### src/rtl/agu_req_arbiter.sv
// Shares one address-generation unit among NUM_REQ requesters: grants one request at a time
// and holds the AGU inputs until the burst finishes. Define AGU_ARB_FIXED_PRIO_EN for fixed priority.
module agu_req_arbiter #(
    parameter int unsigned NUM_REQ    = 3,
    parameter int unsigned ADDR_WIDTH = 5,
    parameter int unsigned OFF_WIDTH  = 8,
    localparam int unsigned IdW       = $clog2(NUM_REQ)
) (
    input  logic                          clk,
    input  logic                          rst_n,
    input  logic [NUM_REQ-1:0]            req_valid,
    output logic [NUM_REQ-1:0]            req_ready,
    input  logic [NUM_REQ*ADDR_WIDTH-1:0] req_addr,
    input  logic [NUM_REQ*3-1:0]          req_max_reg,
    input  logic [NUM_REQ*OFF_WIDTH-1:0]  req_max_off,
    input  logic [NUM_REQ*3-1:0]          req_sew,
    output logic                          agu_en,
    output logic [ADDR_WIDTH-1:0]         agu_addr,
    output logic [2:0]                    agu_max_reg,
    output logic [OFF_WIDTH-1:0]          agu_max_off,
    output logic [2:0]                    agu_sew,
    input  logic                          agu_idle,
    output logic                          busy,
    output logic [IdW-1:0]                gnt_id,
    output logic                          done_valid,
    output logic [IdW-1:0]                done_id
);

    typedef enum logic [1:0] {
        StIdle,
        StIssue,
        StBusy
    } state_e;

    state_e                state_q, state_d;
    logic [IdW-1:0]        gnt_id_q, gnt_id_d;
    logic [ADDR_WIDTH-1:0] agu_addr_q, agu_addr_d;
    logic [2:0]            agu_max_reg_q, agu_max_reg_d;
    logic [OFF_WIDTH-1:0]  agu_max_off_q, agu_max_off_d;
    logic [2:0]            agu_sew_q, agu_sew_d;
    logic [IdW-1:0]        winner;

    logic [ADDR_WIDTH-1:0] addr_arr    [NUM_REQ];
    logic [2:0]            max_reg_arr [NUM_REQ];
    logic [OFF_WIDTH-1:0]  max_off_arr [NUM_REQ];
    logic [2:0]            sew_arr     [NUM_REQ];

    always_comb begin
        for (int i = 0; i < NUM_REQ; i++) begin
            addr_arr[i]    = req_addr[i*ADDR_WIDTH +: ADDR_WIDTH];
            max_reg_arr[i] = req_max_reg[i*3 +: 3];
            max_off_arr[i] = req_max_off[i*OFF_WIDTH +: OFF_WIDTH];
            sew_arr[i]     = req_sew[i*3 +: 3];
        end
    end

`ifdef AGU_ARB_FIXED_PRIO_EN
    // Scan downward so the lowest valid index is the last one written.
    always_comb begin
        winner = '0;
        for (int i = NUM_REQ - 1; i >= 0; i--) begin
            if (req_valid[i]) begin
                winner = IdW'(i);
            end
        end
    end
`else
    logic [IdW-1:0] last_gnt_q, last_gnt_d;
    logic [IdW-1:0] cand;
    int unsigned    cand_int;
    logic           found;

    // Search upward from the slot after the last grant, wrapping at NUM_REQ.
    always_comb begin
        winner   = '0;
        found    = 1'b0;
        cand     = '0;
        cand_int = 0;
        for (int unsigned i = 1; i <= NUM_REQ; i++) begin
            cand_int = 32'(last_gnt_q) + i;
            if (cand_int >= NUM_REQ) begin
                cand_int = cand_int - NUM_REQ;
            end
            cand = IdW'(cand_int);
            if (!found && req_valid[cand]) begin
                found  = 1'b1;
                winner = cand;
            end
        end
    end

    always_comb begin
        last_gnt_d = last_gnt_q;
        if (state_q == StIssue) begin
            last_gnt_d = gnt_id_q;
        end
    end

    always_ff @(posedge clk or negedge rst_n) begin
        if (!rst_n) begin
            last_gnt_q <= IdW'(NUM_REQ - 1);
        end else begin
            last_gnt_q <= last_gnt_d;
        end
    end
`endif

    always_comb begin
        state_d       = state_q;
        gnt_id_d      = gnt_id_q;
        agu_addr_d    = agu_addr_q;
        agu_max_reg_d = agu_max_reg_q;
        agu_max_off_d = agu_max_off_q;
        agu_sew_d     = agu_sew_q;
        agu_en        = 1'b0;
        req_ready     = '0;
        done_valid    = 1'b0;
        unique case (state_q)
            StIdle: begin
                if (|req_valid) begin
                    state_d       = StIssue;
                    gnt_id_d      = winner;
                    agu_addr_d    = addr_arr[winner];
                    agu_max_reg_d = max_reg_arr[winner];
                    agu_max_off_d = max_off_arr[winner];
                    agu_sew_d     = sew_arr[winner];
                end
            end
            StIssue: begin
                agu_en              = 1'b1;
                req_ready[gnt_id_q] = 1'b1;
                state_d             = StBusy;
            end
            StBusy: begin
                if (agu_idle) begin
                    done_valid = 1'b1;
                    state_d    = StIdle;
                end
            end
            default: state_d = StIdle;
        endcase
    end

    always_ff @(posedge clk or negedge rst_n) begin
        if (!rst_n) begin
            state_q       <= StIdle;
            gnt_id_q      <= '0;
            agu_addr_q    <= '0;
            agu_max_reg_q <= '0;
            agu_max_off_q <= '0;
            agu_sew_q     <= '0;
        end else begin
            state_q       <= state_d;
            gnt_id_q      <= gnt_id_d;
            agu_addr_q    <= agu_addr_d;
            agu_max_reg_q <= agu_max_reg_d;
            agu_max_off_q <= agu_max_off_d;
            agu_sew_q     <= agu_sew_d;
        end
    end

    assign agu_addr    = agu_addr_q;
    assign agu_max_reg = agu_max_reg_q;
    assign agu_max_off = agu_max_off_q;
    assign agu_sew     = agu_sew_q;
    assign gnt_id      = gnt_id_q;
    assign done_id     = gnt_id_q;
    assign busy        = (state_q != StIdle);

endmodule
### config.mk
export PLATFORM = sky130hd
export DESIGN_NAME = agu_req_arbiter
export DESIGN_NICKNAME = d
export VERILOG_FILES = /design/src/rtl/agu_req_arbiter.sv
export SDC_FILE = /design/constraint.sdc
export NUM_CORES = 1
export LEC_CHECK = 0
export BUFFER_PORTS_ARGS = -buffer_cell sky130_fd_sc_hd__buf_2
export CORE_AREA = 2 2 61 63
export DETAILED_ROUTE_END_ITERATION = 16
export DIE_AREA = 0 0 63 65
export GPL_ROUTABILITY_DRIVEN = 0
export GPL_TIMING_DRIVEN = 0
export MAX_ROUTING_LAYER = met4
export PLACE_DENSITY = 0.81
export SLEW_MARGIN = 20
export SYNTH_ARGS = -nofsm -noshare
export SYNTH_HDL_FRONTEND = slang
export SYNTH_SLANG_ARGS = --single-unit
### constraint.sdc
create_clock -name clk -period 6.1 [get_ports clk]
set_input_delay 0.305 -clock clk [delete_from_list [all_inputs] [get_ports clk]]
set_output_delay 0.305 -clock clk [all_outputs]
set_load 0.005 [all_outputs]
==> results of run 1 <==
-- layout make-up --
cell class / instances / area share
buffer: 14 / 0.0418
tap: 48 / 0.0291
sequential: 25 / 0.303
timing repair buffer: 92 / 0.225
multi-input combinational: 116 / 0.376
clock inverter: 1 / 0.00242
inverter: 6 / 0.0109
clock buffer: 3 / 0.0109
-- critical path, cell delays in order (launching register included) --
cell	delay, ps
dfstp_2	580
inv_1	60
ha_1	260
clkbuf_2	200
nand3_1	90
o41ai_1	310
buf_2	290
clkbuf_1	390
a21oi_1	130
o22ai_1	140
-- cell families (layout without fill, tap and decap cells) --
| kind of cell | Yosys count | in the layout | synth area share |
|---|---|---|---|
| AOI/OAI and AO/OA | 50 | 50 | 0.201 |
| adders and majority gates | 4 | 4 | 0.0331 |
| buffers and inverters | 20 | 116 | 0.0720 |
| DFF | 25 | 25 | 0.414 |
| muxes | 23 | 23 | 0.157 |
| and+or+nand+nor | 39 | 39 | 0.122 |
-- power breakdown --
| group | internal (mW) | leakage, nW | switching, mW | total [mW] |
|---|---|---|---|---|
| clock | 0.0245 | 0.0177 | 0.0484 | 0.0728 |
| sequential | 0.258 | 0.288 | 0.0556 | 0.313 |
| combinational | 0.380 | 0.738 | 0.406 | 0.786 |
-- through the flow --
step / util / setup slack (ps)
global route: 0.591 / 3270
global placement: 0.580 / 3640
CTS: 0.591 / 3520
detailed placement: 0.580 / 3570
finish: 0.591 / 3550
floorplan: - / 3860
-- worst min path at each step --
stage                     depth (start not counted)           to     start  slack [ps]
after CTS                                         2   state_q[1]  agu_idle         160
after global placement                            1   agu_sew[2]     rst_n         320
after global routing                              2   state_q[1]  agu_idle         170
after floorplan                                   0  agu_addr[0]     rst_n           9
after detailed placement                          1   agu_sew[2]     rst_n         330
final                                             2   state_q[1]  agu_idle         170
-- what timing repair did --
| item | CTS | global route |
|---|---|---|
| hold endpoints to repair | 24 | 0 |
| setup endpoints to repair | 0 | 0 |
| hold buffers | 1 | 0 |
-- Yosys cell counts (all sizes together) --
master / n / share of area
nand4: 1 / 0.0041
mux2: 3 / 0.025
o211ai: 2 / 0.0099
dfrtp: 24 / 0.40
buf: 5 / 0.034
inv: 6 / 0.015
or2: 3 / 0.012
o21ai: 2 / 0.0066
o221ai: 1 / 0.0058
mux2i: 20 / 0.13
nor2: 21 / 0.052
ha: 4 / 0.033
dfstp: 1 / 0.017
o21a: 1 / 0.0050
o41ai: 1 / 0.0058
o22ai: 19 / 0.079
a32o: 1 / 0.0066
a22o: 1 / 0.0058
nand2: 2 / 0.0050
nand3: 2 / 0.0066
nand2b: 5 / 0.021
clkbuf: 9 / 0.023
nor3b: 3 / 0.015
a32oi: 1 / 0.0058
a21o: 1 / 0.0050
nor3: 2 / 0.0066
a21oi: 20 / 0.066
-- layer usage --
metal | wire (um) | share of wire | GRT usage
met1 | 1660 | 0.43 | 0.227
met2 | 1890 | 0.50 | 0.332
met3 | 232 | 0.061 | 0.0243
met4 | 31 | 0.0081 | 0.0556
met5 | 0 | 0 | -
==> impl_metrics.py, run 1 <==
metrics = {
    "worst_setup_path": {
        "startpoint": "last_gnt_q[1]",
        "r2r-end": "agu_max_off[0]",
        "worst-setup-path-type": "register to register",
        "cp-start-kind": "register",
        "reg2reg_depth": 9,
        "critPathMaxFanout": 10,
        "cp.required_ps": 6330,
        "endpoint": "agu_max_off[0]",
        "cp-end-kind": "register",
        "r2r_start": "last_gnt_q[1]",
        "rrSetupSlack_ps": 3550,
        "worst_ep_arrival_time_ps": 2780,
    },
    "pwr": {
        "leakage_nw": 1.04,
        "ir_drop_mv": 0.304,
        "p_per_area_nw_per_um2": 568,
        "total_power_mw": 1.17,
    },
    "final_layout": {
        "largest_reg_flops": 8,
        "diodes": 0,
        "final_cell_mix": "buf_2, dfrtp_1, nor2_1",
        "fin_area_um2": 2070,
        "nets": 325,
        "area_growth_syn_to_layout_pct": 36.6,
        "stdcell_count": 305,
        "drive_gt1_frac": 0.409,
        "fillerInstances": 348,
        "seqCellArea_um2": 627,
        "layout_commonest_cell": "buf_2",
        "multi_input_area_um2": 777,
    },
    "worst_hold_path": {
        "hold_class": "input pin to register",
    },
    "routing": {
        "vias_per_cell": 5.02,
        "routedWlPerCell_um": 12.5,
        "drc_errors": 0,
        "drt-total-wl_mm": 3.81,
        "vias": 1532,
        "ant_nets": 0,
        "first_pass_iters": 4,
        "drt_iter0_drc": 51,
    },
    "sta": {
        "drv_slew": 0,
        "finalCritPeriodShare": 0.419,
        "worst_pin_slew_ps": 554,
        "timing.hold.ws_ps": 171,
        "max_freq_mhz": 392,
        "fin_crit_ps": 2550,
        "finalHoldViolCount": 0,
        "finalClockSkew_ps": 13.6,
        "finalSetupViolations": 0,
        "rsz0062_at_grt": "false",
        "setup_tns_ps": 0,
        "timing.slew.headroom": 0.631,
    },
    "global_routing": {
        "grtUsageTotal": 0.189,
        "grt_pass1_vias": 1394,
        "overflow": 0,
        "grt_start_max_net_pins": 26,
        "antenna_found_initial": 0,
        "grt_pass1_wl_mm": 6.08,
    },
    "synthesis": {
        "avgSynthCellArea_um2": 9.40,
        "synth_cell_types": 33,
        "syn_area_um2": 1510,
        "synth_fp_nets": 228,
        "ys_seq_area_frac": 0.414,
        "yosysWarnings": 0,
        "synthCells": 161,
        "synth_seq_cells": 25,
    },
    "clock_network": {
        "clock_path_buffers": 2,
        "clkTransAtPathRegs_ps": 140,
        "cts_buffers": 3,
        "cts_htree_levels": 1,
        "ctsResizeCount": 0,
        "cts_tree": "built",
        "post_cts_buffers": 0,
        "clock-sinks": 25,
        "cts-root-buf": "clkbuf_4",
        "insertion_delay_ps": 310,
    },
    "job": {
        "max_cap_violations": 0,
    },
    "run_status": {
        "outcome": "finished clean",
    },
    "floorplan": {
        "rows": 22,
        "die-height_um": 65,
        "io_pins": 92,
        "design.die.area_um2": 4100,
        "initial_core_util": 0.433,
        "fp.dieW_um": 63,
        "coreArea_um2": 3500,
    },
    "placed_design": {
        "place_area_um2": 2030,
        "placed_cells": 300,
        "port_buffers": 91,
        "dp_hpwl_mm": 2.94,
    },
}
Note: power is estimated with default switching activity, not from simulation.
==> run 2: changes to the inputs <==
--- a/config.mk
+++ b/config.mk
@@ -5,14 +5,15 @@
 export SDC_FILE = /design/constraint.sdc
 export NUM_CORES = 1
 export LEC_CHECK = 0
+export ABC_AREA = 1
 export BUFFER_PORTS_ARGS = -buffer_cell sky130_fd_sc_hd__buf_2
-export CORE_AREA = 2 2 61 63
+export CORE_AREA = 2 2 71 73
 export DETAILED_ROUTE_END_ITERATION = 16
-export DIE_AREA = 0 0 63 65
+export DIE_AREA = 0 0 73 75
 export GPL_ROUTABILITY_DRIVEN = 0
 export GPL_TIMING_DRIVEN = 0
 export MAX_ROUTING_LAYER = met4
-export PLACE_DENSITY = 0.81
+export PLACE_DENSITY = 0.73
 export SLEW_MARGIN = 20
 export SYNTH_ARGS = -nofsm -noshare
 export SYNTH_HDL_FRONTEND = slang
==> constraint.sdc (replaced) <==
create_clock -name clk -period 2.2 [get_ports clk]
set_input_delay 0.11 -clock clk [delete_from_list [all_inputs] [get_ports clk]]
set_output_delay 0.11 -clock clk [all_outputs]
set_load 0.005 [all_outputs]
==> run 2 against run 1 <==
Net effect:
- the flow now finishes with violations (negative setup slack)
- non-clock buffer count increased by 14
- die area increased by 34%
- register-to-register slack got worse by 3600 ps
- global-route usage increased by 0.39 points
==> impl_metrics.py, run 2 <==
metrics = {
    "job": {
        "max_cap_violations": 0,
    },
    "worst_setup_path": {
        "worst-setup-path-type": "register to register",
        "critPathMaxFanout": 6,
        "cp-start-kind": "register",
        "worstPathCellList": "inv_2 > ha_4 > buf_8 > nor2_2 > nor2_2 > nand2_2 > nand2_4 > nor2_4 > nand2_2 > nand2_4 > buf_8 > clkbuf_16 > a21oi_4 > a21oi_2",
        "crit_slowest_cell": "dfstp_2",
        "crit_buf_inv": 4,
        "worst_ep_arrival_time_ps": 2410,
        "r2r-end": "agu_max_reg[2]",
        "r2r_start": "last_gnt_q[1]",
        "reg2reg_depth": 14,
        "critPathMaxStageDelay_ps": 540,
        "startpoint": "last_gnt_q[1]",
        "rrSetupSlack_ps": -40,
        "path_delay_family": "simple AND/OR/NAND/NOR gates",
        "cp.required_ps": 2370,
        "cp-end-kind": "register",
    },
    "synthesis": {
        "synth_flop_cell": "dfrtp_1",
        "synth_edf_count": 0,
        "synth_cell_types": 28,
        "ys_seq_area_frac": 0.330,
        "ys_top_cells_by_count": "nand2_1, inv_1, nand3_1, dfrtp_1, a21oi_2",
        "syn_area_um2": 1900,
        "yosysWarnings": 0,
        "synthTopCellsByArea": "dfrtp_1, nand2_1, a21oi_2",
        "synthCells": 268,
        "synth.most_common_cell": "nand2_1",
        "avgSynthCellArea_um2": 7.08,
        "synth_fp_nets": 335,
        "netlist.area_leader.share": 0.316,
        "synthArstFlopShare": 1.00,
        "yosys.area.top_type": "dfrtp_1",
        "synth_seq_cells": 25,
    },
    "final_layout": {
        "utilization": 0.617,
        "seqCellArea_um2": 628,
        "diodes": 0,
        "multi_input_area_um2": 1160,
        "nets": 445,
        "fillerInstances": 420,
        "layout_commonest_cell": "buf_2",
        "final_cell_mix": "buf_2, nand2_1, inv_1",
        "stdcell_count": 431,
        "drive_gt1_frac": 0.496,
        "largest_reg_flops": 8,
        "area_growth_syn_to_layout_pct": 51.5,
    },
    "clock_network": {
        "cts-root-buf": "clkbuf_8",
        "cts_buffers": 3,
        "cts_htree_levels": 1,
        "clkTransAtPathRegs_ps": 90,
        "cts_tree": "built",
        "insertion_delay_ps": 280,
        "clock_path_buffers": 2,
        "clock-sinks": 25,
    },
    "routing": {
        "first_pass_iters": 4,
        "drc_errors": 0,
        "drt-total-wl_mm": 5.72,
        "met2_length_mm": 3.08,
        "m1WireLength_mm": 2.26,
        "vias": 2146,
        "vias_per_cell": 4.98,
        "routed.top_layer": "met4",
        "routedWlPerCell_um": 13.3,
        "dr_wl_met3_um": 248,
        "ant_nets": 0,
        "drt_iter0_drc": 121,
    },
    "sta": {
        "max_freq_mhz": 446,
        "timing.slew.headroom": 0.622,
        "layout_setup_ws_ps": -40.8,
        "rsz0062_at_grt": "true",
        "finalSetupViolations": 6,
        "finalClockSkew_ps": 4.75,
        "worst_pin_slew_ps": 567,
        "fin_crit_ps": 2240,
        "drv_slew": 0,
        "setup_tns_ps": -78.5,
        "finalCritPeriodShare": 1.02,
        "timing.hold.ws_ps": 31.3,
        "finalHoldViolCount": 0,
    },
    "floorplan": {
        "rows": 25,
        "fp.dieW_um": 73,
        "io_pins": 92,
        "initial_core_util": 0.407,
        "coreArea_um2": 4660,
        "die-height_um": 75,
        "design.die.area_um2": 5480,
    },
    "global_routing": {
        "antenna_found_initial": 0,
        "grt_pass1_wl_mm": 7.99,
        "overflow": 0,
        "grt_start_max_net_pins": 26,
        "grtUsageTotal": 0.193,
        "grt_pass1_vias": 1824,
    },
    "run_status": {
        "violations": "negative setup slack",
        "outcome": "complete, but fails checks",
    },
    "worst_hold_path": {
        "hold_depth": 2,
        "worstHoldStart": "agu_idle",
        "hold_class": "input pin to register",
        "min_to": "state_q[1]",
    },
    "placed_design": {
        "dp_hpwl_mm": 3.95,
        "port_buffers": 91,
        "placed_cells": 413,
    },
}
## run 2: worst max path at each step
stage               cells past startpoint              to  slack [ps]
CTS                                    12  agu_max_reg[0]           3
global route                           14  agu_max_reg[2]        -130
detailed placement                     15      agu_sew[2]        -130
finish                                 14  agu_max_reg[2]         -40
floorplan                              14      agu_sew[1]          90
global placement                       15      agu_sew[1]         -80
## run 2: worst reg2reg max path, stage by stage (launching register included)
cell	delay, ps
dfstp_2	540
inv_2	60
ha_4	270
buf_8	120
nor2_2	50
nor2_2	160
nand2_2	100
nand2_4	80
nor2_4	40
nand2_2	70
nand2_4	80
buf_8	150
clkbuf_16	160
a21oi_4	170
a21oi_2	70
## run 2: layer usage
layer / GRT usage / up-vias
li1: - / 1071
met1: 0.228 / 991
met2: 0.342 / 76
met3: 0.0161 / 8
met4: 0.0700 / 0
met5: - / -
## run 2: stage by stage
stage	cell area, um^2	worst slack (ps)
2_1_floorplan	1900	91.3
3_3_place_gp	2420	-81.2
3_5_place_dp	2420	-129
4_1_cts	2550	2.86
5_1_grt	2880	-135
6_report	2880	-40.8
## run 2: layout make-up
cell class	instances	area share
repair buffers	105	0.220
inverters	45	0.0614
plain buffers	15	0.0570
flip-flops and latches	25	0.218
multi-input cells	183	0.403
clock buffers	3	0.0144
well taps	54	0.0235
clock inverters	1	0.00261
## run 2: what timing repair did
action                                 CTS  global route
pin swaps                                4            21
cloned                                   1             2
buffers inserted                         3             7
gates resized for setup                  9            48
hold buffers                             1             0
endpoints found under the hold margin   24             0
setup endpoints to repair               18            19
## run 2: kinds of logic after synthesis
logic type                 Yosys count  share of synthesized area
and+or+nand+nor                    125                      0.302
buffers and inverters               60                      0.156
AOI/OAI and AO/OA                   54                      0.186
DFF                                 25                      0.330
adders and majority gates            4                     0.0264
Power of run 2 is left out: the tool's default activity adds up to more than one toggle a clock period on the data nets, which glitch-free logic cannot reach.
